--- config.mk ---
export PLATFORM = sky130hd
export DESIGN_NAME = ui_marker_sequencer
export DESIGN_NICKNAME = d
export VERILOG_FILES = /design/src/rtl/ui_pkg.sv /design/src/rtl/marker_pos_rom.sv /design/src/rtl/ui_marker_sequencer.sv
export SDC_FILE = /design/constraint.sdc
export NUM_CORES = 1
export LEC_CHECK = 0
export ABC_AREA = 1
export BUFFER_PORTS_ARGS = -buffer_cell sky130_fd_sc_hd__buf_2
export CORE_MARGIN = 2
export CORE_UTILIZATION = 40
export DETAILED_ROUTE_END_ITERATION = 12
export PLACE_DENSITY = 0.54
export SLEW_MARGIN = 20
export SYNTH_ARGS = -nofsm -noshare
export SYNTH_HDL_FRONTEND = slang
export SYNTH_SLANG_ARGS = --single-unit
--- constraint.sdc ---
create_clock -name iClock -period 2.57 [get_ports iClock]
set_input_delay 0.514 -clock iClock [delete_from_list [all_inputs] [get_ports iClock]]
set_output_delay 0.514 -clock iClock [all_outputs]
set_load 0.1 [all_outputs]
--- src/rtl/ui_pkg.sv ---
// Shared definitions for the synth UI marker path: event codes, marker
// groups, screen positions of every marker and the sequencer FSM states.
package ui_pkg;

  // Event codes: 0..11 are notes, 16..21 are the six control buttons.
  localparam logic [4:0] EV_NOTE_MAX = 5'd11;
  localparam logic [4:0] EV_OCT_UP   = 5'd16;
  localparam logic [4:0] EV_OCT_DN   = 5'd17;
  localparam logic [4:0] EV_AMP_UP   = 5'd18;
  localparam logic [4:0] EV_AMP_DN   = 5'd19;
  localparam logic [4:0] EV_ADSR_UP  = 5'd20;
  localparam logic [4:0] EV_ADSR_DN  = 5'd21;

  // Event sources, index order is also arbitration priority (0 = highest).
  localparam int NUM_SRC = 7;

  // Marker groups: each group keeps one marker on screen.
  localparam logic GRP_NOTE = 1'b0;
  localparam logic GRP_CTRL = 1'b1;

  typedef struct packed {
    logic [8:0] x;
    logic [7:0] y;
  } pos_t;

  // Key marker positions; black keys sit higher on the keyboard drawing.
  localparam pos_t NOTE_POS [12] = '{
    '{9'd66,  8'd124}, '{9'd81,  8'd96},  '{9'd99,  8'd124}, '{9'd112, 8'd96},
    '{9'd131, 8'd124}, '{9'd161, 8'd124}, '{9'd174, 8'd96},  '{9'd192, 8'd124},
    '{9'd209, 8'd96},  '{9'd224, 8'd124}, '{9'd245, 8'd96},  '{9'd254, 8'd124}
  };

  // Control markers all share one row.
  localparam logic [7:0] CTRL_Y    = 8'd169;
  localparam logic [8:0] OCT_UP_X  = 9'd103;
  localparam logic [8:0] OCT_DN_X  = 9'd71;
  localparam logic [8:0] AMP_UP_X  = 9'd215;
  localparam logic [8:0] AMP_DN_X  = 9'd247;
  localparam logic [8:0] ADSR_UP_X = 9'd153;
  localparam logic [8:0] ADSR_DN_X = 9'd183;

  typedef enum logic [2:0] {
    S_IDLE,
    S_ERASE_GO,
    S_ERASE_WAIT,
    S_DRAW_GO,
    S_DRAW_WAIT
  } state_e;

  // Controls have bit 4 set, notes do not.
  function automatic logic code_group(input logic [4:0] code);
    return code[4] ? GRP_CTRL : GRP_NOTE;
  endfunction

endpackage

--- src/rtl/marker_pos_rom.sv ---
// Combinational map from an event code to the marker box origin.
module marker_pos_rom
  import ui_pkg::*;
(
  input  logic [4:0] i_code,
  output pos_t       o_pos
);

  // Table lookup: notes index the key table, controls decode individually.
  always_comb begin
    // NOTE: default first so every path assigns o_pos and no latch is inferred.
    o_pos = '0;
    if (i_code <= EV_NOTE_MAX) begin
      o_pos = NOTE_POS[i_code[3:0]];
    end else begin
      case (i_code)
        EV_OCT_UP:  o_pos = '{x: OCT_UP_X,  y: CTRL_Y};
        EV_OCT_DN:  o_pos = '{x: OCT_DN_X,  y: CTRL_Y};
        EV_AMP_UP:  o_pos = '{x: AMP_UP_X,  y: CTRL_Y};
        EV_AMP_DN:  o_pos = '{x: AMP_DN_X,  y: CTRL_Y};
        EV_ADSR_UP: o_pos = '{x: ADSR_UP_X, y: CTRL_Y};
        EV_ADSR_DN: o_pos = '{x: ADSR_DN_X, y: CTRL_Y};
        default:    o_pos = '0;
      endcase
    end
  end

endmodule

--- src/rtl/ui_marker_sequencer.sv ---
// Turns note/control user events into erase-then-draw box commands for the
// VGA box plotter. Events are edge-detected, coalesced into per-source
// pending flags, queued by priority and replayed one command at a time,
// each command waiting for the plotter's done pulse.
module ui_marker_sequencer
  import ui_pkg::*;
#(
  parameter int         FIFO_DEPTH  = 4,
  parameter logic [2:0] MARK_COLOUR = 3'b110,
  parameter logic [2:0] BG_COLOUR   = 3'b000
) (
  input  logic       iClock,
  input  logic       iResetn,
  input  logic [3:0] iNote,
  input  logic       iNoteValid,
  input  logic       iOctUp,
  input  logic       iOctDown,
  input  logic       iAmpUp,
  input  logic       iAmpDown,
  input  logic       iAdsrUp,
  input  logic       iAdsrDown,
  input  logic       iBoxDone,
  output logic [8:0] oBoxX,
  output logic [7:0] oBoxY,
  output logic [2:0] oBoxColour,
  output logic       oBoxStart,
  output logic       oBusy
);

  localparam int AW = (FIFO_DEPTH > 1) ? $clog2(FIFO_DEPTH) : 1;

  // ---------------- event detection ----------------
  logic [5:0]         r_prev_btn;
  logic               r_prev_nv;
  logic [3:0]         r_prev_note;
  logic [5:0]         w_btn;
  logic [5:0]         w_btn_rise;
  logic               w_note_ev;
  logic [NUM_SRC-1:0] w_detect;

  // Button order matches source priority after the note source.
  assign w_btn      = {iAdsrDown, iAdsrUp, iAmpDown, iAmpUp, iOctDown, iOctUp};
  assign w_btn_rise = w_btn & ~r_prev_btn;
  assign w_note_ev  = iNoteValid && (!r_prev_nv || (iNote != r_prev_note)) &&
                      ({1'b0, iNote} <= EV_NOTE_MAX);
  assign w_detect   = {w_btn_rise, w_note_ev};

  // Previous-value registers for edge and change detection.
  // NOTE: sequential state uses non-blocking assignments so every register
  // samples the pre-edge values of the others.
  always_ff @(posedge iClock or negedge iResetn) begin
    if (!iResetn) begin
      r_prev_btn  <= '0;
      r_prev_nv   <= 1'b0;
      r_prev_note <= '0;
    end else begin
      r_prev_btn  <= w_btn;
      r_prev_nv   <= iNoteValid;
      r_prev_note <= iNote;
    end
  end

  // ---------------- pending flags and arbiter ----------------
  logic [NUM_SRC-1:0] r_pend;
  logic [3:0]         r_pend_note;
  logic [NUM_SRC-1:0] w_grant;
  logic [4:0]         w_push_code;
  logic               w_push;
  logic               w_pop;
  logic               w_full;
  logic               w_empty;

  // Fixed priority pick: scanning downward leaves the lowest pending index.
  always_comb begin
    w_grant     = '0;
    w_push_code = '0;
    for (int i = NUM_SRC - 1; i >= 0; i--) begin
      if (r_pend[i]) begin
        w_grant     = '0;
        w_grant[i]  = 1'b1;
        w_push_code = (i == 0) ? {1'b0, r_pend_note} : EV_OCT_UP + 5'(i - 1);
      end
    end
  end

  // A slot freed by a same-cycle pop may be refilled immediately.
  assign w_push = (|r_pend) && (!w_full || w_pop);

  // Pending flags: clear on push, a fresh detect wins over the clear.
  always_ff @(posedge iClock or negedge iResetn) begin
    if (!iResetn) begin
      r_pend      <= '0;
      r_pend_note <= '0;
    end else begin
      r_pend <= (r_pend & ~(w_push ? w_grant : '0)) | w_detect;
      if (w_note_ev) r_pend_note <= iNote;
    end
  end

  // ---------------- event FIFO ----------------
  logic [4:0]  r_fifo_mem [FIFO_DEPTH];
  logic [AW-1:0] r_wr_ptr;
  logic [AW-1:0] r_rd_ptr;
  logic [AW:0]   r_count;
  logic [4:0]    w_head;

  assign w_full  = (r_count == (AW + 1)'(FIFO_DEPTH));
  assign w_empty = (r_count == '0);
  assign w_head  = r_fifo_mem[r_rd_ptr];

  // Storage write.
  // NOTE: the queue storage has no reset; r_count alone says which entries
  // are valid, so the array can map onto plain RAM/registers without reset.
  always_ff @(posedge iClock) begin
    if (w_push) r_fifo_mem[r_wr_ptr] <= w_push_code;
  end

  // Ring pointers and occupancy.
  always_ff @(posedge iClock or negedge iResetn) begin
    if (!iResetn) begin
      r_wr_ptr <= '0;
      r_rd_ptr <= '0;
      r_count  <= '0;
    end else begin
      if (w_push) r_wr_ptr <= r_wr_ptr + 1'b1;
      if (w_pop)  r_rd_ptr <= r_rd_ptr + 1'b1;
      case ({w_push, w_pop})
        2'b10:   r_count <= r_count + 1'b1;
        2'b01:   r_count <= r_count - 1'b1;
        default: r_count <= r_count;
      endcase
    end
  end

  // ---------------- command sequencer ----------------
  state_e      r_state;
  state_e      w_state_next;
  logic [4:0]  r_cur_code;
  logic [1:0]  r_grp_valid;
  pos_t        r_grp_pos [2];
  logic [4:0]  w_sel_code;
  logic        w_sel_grp;
  pos_t        w_rom_pos;
  logic        w_load;
  pos_t        w_cmd_pos;
  logic [2:0]  w_cmd_colour;
  logic        w_grp_update;
  logic [8:0]  r_box_x;
  logic [7:0]  r_box_y;
  logic [2:0]  r_box_colour;
  logic        r_box_start;

  // In IDLE the event being launched is still at the FIFO head.
  assign w_sel_code = (r_state == S_IDLE) ? w_head : r_cur_code;
  assign w_sel_grp  = code_group(w_sel_code);
  assign w_pop      = (r_state == S_IDLE) && !w_empty;

  marker_pos_rom u_pos_rom (
    .i_code (w_sel_code),
    .o_pos  (w_rom_pos)
  );

  // Next state and the command to load when entering a *_GO state.
  always_comb begin
    w_state_next = r_state;
    w_load       = 1'b0;
    w_cmd_pos    = w_rom_pos;
    w_cmd_colour = MARK_COLOUR;
    w_grp_update = 1'b0;
    case (r_state)
      S_IDLE: begin
        if (!w_empty) begin
          w_load = 1'b1;
          if (r_grp_valid[w_sel_grp]) begin
            w_state_next = S_ERASE_GO;
            w_cmd_pos    = r_grp_pos[w_sel_grp];
            w_cmd_colour = BG_COLOUR;
          end else begin
            w_state_next = S_DRAW_GO;
          end
        end
      end
      S_ERASE_GO:   w_state_next = S_ERASE_WAIT;
      S_ERASE_WAIT: begin
        if (iBoxDone) begin
          w_state_next = S_DRAW_GO;
          w_load       = 1'b1;
        end
      end
      S_DRAW_GO:    w_state_next = S_DRAW_WAIT;
      S_DRAW_WAIT: begin
        if (iBoxDone) begin
          w_state_next = S_IDLE;
          w_grp_update = 1'b1;
        end
      end
      default:      w_state_next = S_IDLE;
    endcase
  end

  // State, current event and per-group marker memory.
  always_ff @(posedge iClock or negedge iResetn) begin
    if (!iResetn) begin
      r_state      <= S_IDLE;
      r_cur_code   <= '0;
      r_grp_valid  <= '0;
      r_grp_pos[0] <= '0;
      r_grp_pos[1] <= '0;
    end else begin
      r_state <= w_state_next;
      if (w_pop) r_cur_code <= w_head;
      if (w_grp_update) begin
        r_grp_pos[w_sel_grp]   <= w_rom_pos;
        r_grp_valid[w_sel_grp] <= 1'b1;
      end
    end
  end

  // Registered command outputs: strobe for one cycle, hold X/Y/colour.
  always_ff @(posedge iClock or negedge iResetn) begin
    if (!iResetn) begin
      r_box_x      <= '0;
      r_box_y      <= '0;
      r_box_colour <= '0;
      r_box_start  <= 1'b0;
    end else begin
      r_box_start <= w_load;
      if (w_load) begin
        r_box_x      <= w_cmd_pos.x;
        r_box_y      <= w_cmd_pos.y;
        r_box_colour <= w_cmd_colour;
      end
    end
  end

  assign oBoxX      = r_box_x;
  assign oBoxY      = r_box_y;
  assign oBoxColour = r_box_colour;
  assign oBoxStart  = r_box_start;
  assign oBusy      = (r_state != S_IDLE) || !w_empty || (|r_pend);

endmodule

## After elaboration in Yosys (flattened, before gate mapping)

Memory sizes are Yosys's and may differ from the RTL's.
Cells that the tools add are included.

| word-level totals | value |
|---|---|
| bits in registers | 94 |
| bits in writable memories | 20 |
| memory bits (read-only) | 272 |
| input bits | 14 |
| output and inout bits | 22 |
| word-level logic and storage cells | 125 |
| memories kept | 2 |

| cells by class | value |
|---|---|
| add/sub/neg operators | 4 |
| order comparisons | 7 |
| equal/unequal tests | 17 |
| mux-type cells | 49 |
| bitwise gates (word level) | 8 |
| reductions and logical operators | 19 |

Memories:

| name | words | bits a word | read ports | clocked after Yosys merged registers in | write ports | line | text |
|---|---|---|---|---|---|---|---|
| (name not given) | 16 | 17 | 1 | 0 | 0 | marker_pos_rom.sv:14 | `o_pos = NOTE_POS[i_code[3:0]];` |
| r_fifo_mem | 4 | 5 | 1 | 0 | 1 | ui_marker_sequencer.sv:101 | `logic [4:0] r_fifo_mem [FIFO_DEPTH];` |

Operator list:

| operator | number |
|---|---|
| $mux W17 | 10 |
| $pmux W16 S6 | 1 |
| $mux W7 | 8 |
| $mux W5 | 8 |
| $bwmux W34 | 1 |
| $eq A5 B5 Y1 const B | 6 |
| $mux W3 | 6 |
| $demux W17 S1 | 1 |
| $pmux W3 S5 | 1 |
| $mux W1 | 9 |
| $and A7 B7 Y7 | 1 |
| $not A7 Y7 | 1 |
| $or A7 B7 Y7 | 1 |
| $reduce_or A7 Y1 | 1 |
| $and A6 B6 Y6 | 1 |
| $eq A3 B2 Y1 const B | 2 |
| $eq A3 B3 Y1 const B | 2 |
| $logic_and A1 B1 Y1 | 6 |
| $logic_not A3 Y1 | 2 |
| $ne A2 B2 Y1 const B | 3 |
| $not A6 Y6 | 1 |
| $pmux W3 S2 | 1 |
| $ge A5 B5 Y1 const B | 1 |
| $le A5 B4 Y1 const B | 1 |
| other kinds (23) | 29 |

## Longest topological paths before layout

| depth | value |
|---|---|
| depth in word-level cells | 11 |
| mapped depth | 16 |
| depth with buffers taken out | 15 |

## By module

From an unflattened synthesis, not the netlist that was laid out.

| second synthesis, totals | value |
|---|---|
| cells, all modules | 682 |
| area total of the unflattened synthesis | 5,715.5 sq um |

By module, submodules not included:

| module | times used | cells an instance | area each (sq um) | seq. area each (sq um) |
|---|---|---|---|---|
| ui_marker_sequencer | 1 | 597 | 5,252.5 | 2,902.8 |
| marker_pos_rom | 1 | 85 | 462.9 | 0.0 |

## Worst setup path after synthesis

No wires, ideal clock.

| path | value |
|---|---|
| path type | register to output |
| start | register r_state[2] |
| end | output oBusy |
| arrival | 1.611 ns |
| data required time | 2.056 ns |
| path slack | 0.445 ns |
| cell stages (with the launch flop) | 7 |
| buffers on the path | 0 |
| cell sequence | dfrtp_1 -> inv_2 -> nand2_2 -> nor2_4 -> inv_2 -> nor4_1 -> nand2_1 |

| between the ends | value |
|---|---|
| word-level cells in the longest chain between the ends | 3 |

Ends and longest elaborated chain:

| element | line | text |
|---|---|---|
| start: declaration | ui_marker_sequencer.sv:136 | `state_e r_state;` |
| start signal: assignment | ui_marker_sequencer.sv:210 | `r_state <= w_state_next;` |
| $reduce_bool A3 Y1 | ui_marker_sequencer.sv:240 | `assign oBusy = (r_state != S_IDLE) \|\| !w_empty \|\| (\|r_pend);` |
| $logic_or A1 B1 Y1 (2 in a row) | ui_marker_sequencer.sv:240 |  |
| end: declaration | ui_marker_sequencer.sv:27 | `output logic oBusy` |

Every way passes these cells.

## Final worst setup path

Ends and elaborated chain as after synthesis.

==> run_results.csv <==
group,metric,value,unit
synth,synthCells,585,
synth,yosysUniqueCellTypes,39,
sta,fin_ws,0.215,ns
clock_network,cts_buffer_depth,2,
synth,synth_top_family_by_area,"simple AND/OR/NAND/NOR gates",
synth,ys_ff_latch,100,
critical_path,path_max_fanout,7,
sta,fmax,425,MHz
critical_path,worstPathCellList,"inv_2 -> nand2_2 -> nor2_4 -> inv_2 -> nor4_2 -> nand2_1 -> buf_2",
run_status,status,"finished clean",
critical_path,cp_slowest_cell,"dfrtp_1",
die,die_w,116,um
critical_path,startpoint_type,"register",
final_layout,multiInputGateArea,0.00199,mm^2
clock_network,cts-buffers-inserted,9,
place,place.gp.congestion,0.880,
routing,drc,0,
final_layout,area_delta_synth_final,12.3,%
synth,synth_simple_gate_area_share,27.6,%
critical_path,rr_startpoint,"r_state[2]",
sta,tightest_slew,0.635,ns
routing,ant_nets,0,
critical_path,crit_type,"reg -> out",
die,core,0.0121,mm^2
place,hpwl,8.04,mm
clock_network,cts_root_buf,"clkbuf_16",
routing,drt_first_iter_violations,253,
synth,synth-async-reset-ratio,80.0,%
synth,synth_compound_area_share,8.41,%
critical_path,cp.required,2.06,ns
sta,final.setup.tns,0,ns
run,cap_violations,0,
routing,routedWlPerCell,13.7,um
sta,skew,0.00983,ns
critical_path,critPathLaunch,"r_state[2]",
routing,drtPass1Iterations,4,
clock_network,postCtsSetupBuffers,0,
clock_network,postCtsHoldBufs,0,
critical_path,max_stage_delay,0.43,ns
synth,synth_edf_count,20,
final_layout,nFillCells,1232,
min_path,hold_path.class,"in -> async",
clock_network,cts_tree,"done",
routing,routed_via_density,4.75,
synth,synth_area_leader_cell,"dfrtp_1",
synth,netlist_top_cells_count,"nand2_1, dfrtp_1, inv_1",
synth,synth_xor_area_share,0.879,%
synth,synthMuxAreaShare,0.226,%
critical_path,cp.arrival,1.84,ns
die,core.rowCount,40,
synth,avgSynthCellArea,8.52,um^2
final_layout,regArea,0.00260,mm^2
die,die_area,0.0134,mm^2
synth,yosysSeqAreaShare,52.2,%
critical_path,crit_family,"simple AND/OR/NAND/NOR gates",
critical_path,critPathCaptureType,"output pin",
sta,hold_viol,0,
synth,ys_warn_count,0,
sta,fin_crit_sh,91.6,%
clock_network,cts.clk_slew.worst_paths,0.07,ns
clock_network,clock_latency,0.36,ns
sta,rsz0062_at_grt,"no",
synth,synth_area_leaders,"dfrtp_1, nand2_1, edfxtp_1",
routing,vias,3758,
die,die_h,116,um
place,pre_cts_ws,0.234,ns
die,start_util,41.1,%
clock_network,h-tree-depth,3,
global_routing,antenna_found_initial,0,
routing,wirelength,10.8,mm
sta,maxSlewHeadroom,57.5,%
synth,synthAdderAreaFrac,2.41,%
synth,synthFlopType,"dfrtp_1",
synth,synthMostInstantiatedCell,"nand2_1",
synth,syn_area,0.00498,mm^2
final_layout,diodes,0,
global_routing,grt_pass1_vias,3669,
place,port_buffers,32,
global_routing,grt_max_degree,47,
global_routing,gr-total-overflow,0,
final_layout,drive_gt1_share,16.9,%
global_routing,grt.total_usage,18.2,%
final_layout,nets,641,
critical_path,crit_top_cell,"inv_2",
sta,period_minus_slack,2.36,ns
global_routing,grt_pass1_wl,18.5,mm
clock_network,cts.sinks,100,
sta,setup_viol,0,
sta,slew_viol_final,0,
synth,synth_top_area_share,40.2,%
critical_path,critPathBufInv,3,
die,ioPinCount,36,
-- metrics by stage --
stage                     hold WS, ns  instances  cell area (um^2)  utilization, %
final                           0.121        791              5600            46.2
after global routing            0.148        791              5600            46.2
after CTS                       0.140        791              5590            46.1
after detailed placement        0.409        775              5290            43.6
after global placement          0.402        775              5290            43.6
after floorplan                 0.218        587              4990               -
-- placed cells by master (no fill, tap or decap), drive strengths merged, types with 4 or more instances in the layout --
master / n
ha: 8
nor2: 51
clkbuf: 10
buf: 42
nand3: 49
nand2: 195
dfrtp: 80
a21oi: 14
xor2: 4
o21ai: 56
o22ai: 4
edfxtp: 20
inv: 66
or2: 6
-- flip-flops by register name, indices dropped and copies added (netlist names), 3 cells and up --
name	count
oBoxY	5
r_cur_code	5
oBoxX	8
r_state	3
r_prev_note	4
r_fifo_mem	20
r_prev_btn	6
r_grp_pos	26
r_pend	7
r_pend_note	4
r_count	3
-- final timing paths --
path	to	slack, ns	cells past startpoint
worst max-delay path	oBusy	0.21	7
worst min-delay path	r_prev_btn[2]	0.12	1
worst max register to register	oBoxX[0]	0.24	15
worst min register to register	r_pend[3]	0.42	1
max in group asynchronous	oBoxX[4]	1.83	2
min in group iClock	r_prev_btn[1]	0.27	1
-- repair_timing --
item	in CTS	in global routing
setup endpoints to repair	0	11
resized for setup	0	3
endpoints found under the hold margin	0	0
-- final cells by class --
class	count	area share, %
clock buffers	10	4.09
clock inverters	6	1.30
inverters	64	4.29
multi-input cells	401	35.5
flip-flops and latches	100	46.5
well taps	168	3.76
repair buffers	42	4.54
-- metal layers --
layer | track usage, % | vias to the layer above | routed length [um]
met5 | 0 | - | 0
met3 | 4.45 | 12 | 428
met2 | 27.8 | 70 | 4820
met4 | 5.56 | 0 | 152
met1 | 25.8 | 1756 | 5400
li1 | - | 1920 | -
-- logic make-up (layout without fill, tap and decap cells) --
| logic type | Yosys count | count (layout) |
|---|---|---|
| xor gates and xnor gates | 5 | 5 |
| other | 1 | 3 |
| adders and majority gates | 9 | 9 |
| AOI/OAI and AO/OA | 78 | 78 |
| buffers and inverters | 86 | 122 |
| muxes | 1 | 1 |
| DFF | 100 | 100 |
| and+or+nand+nor | 305 | 305 |
Power is not shown: default switching activity piles up to over one toggle a cycle in this logic, so the estimate is an artifact.
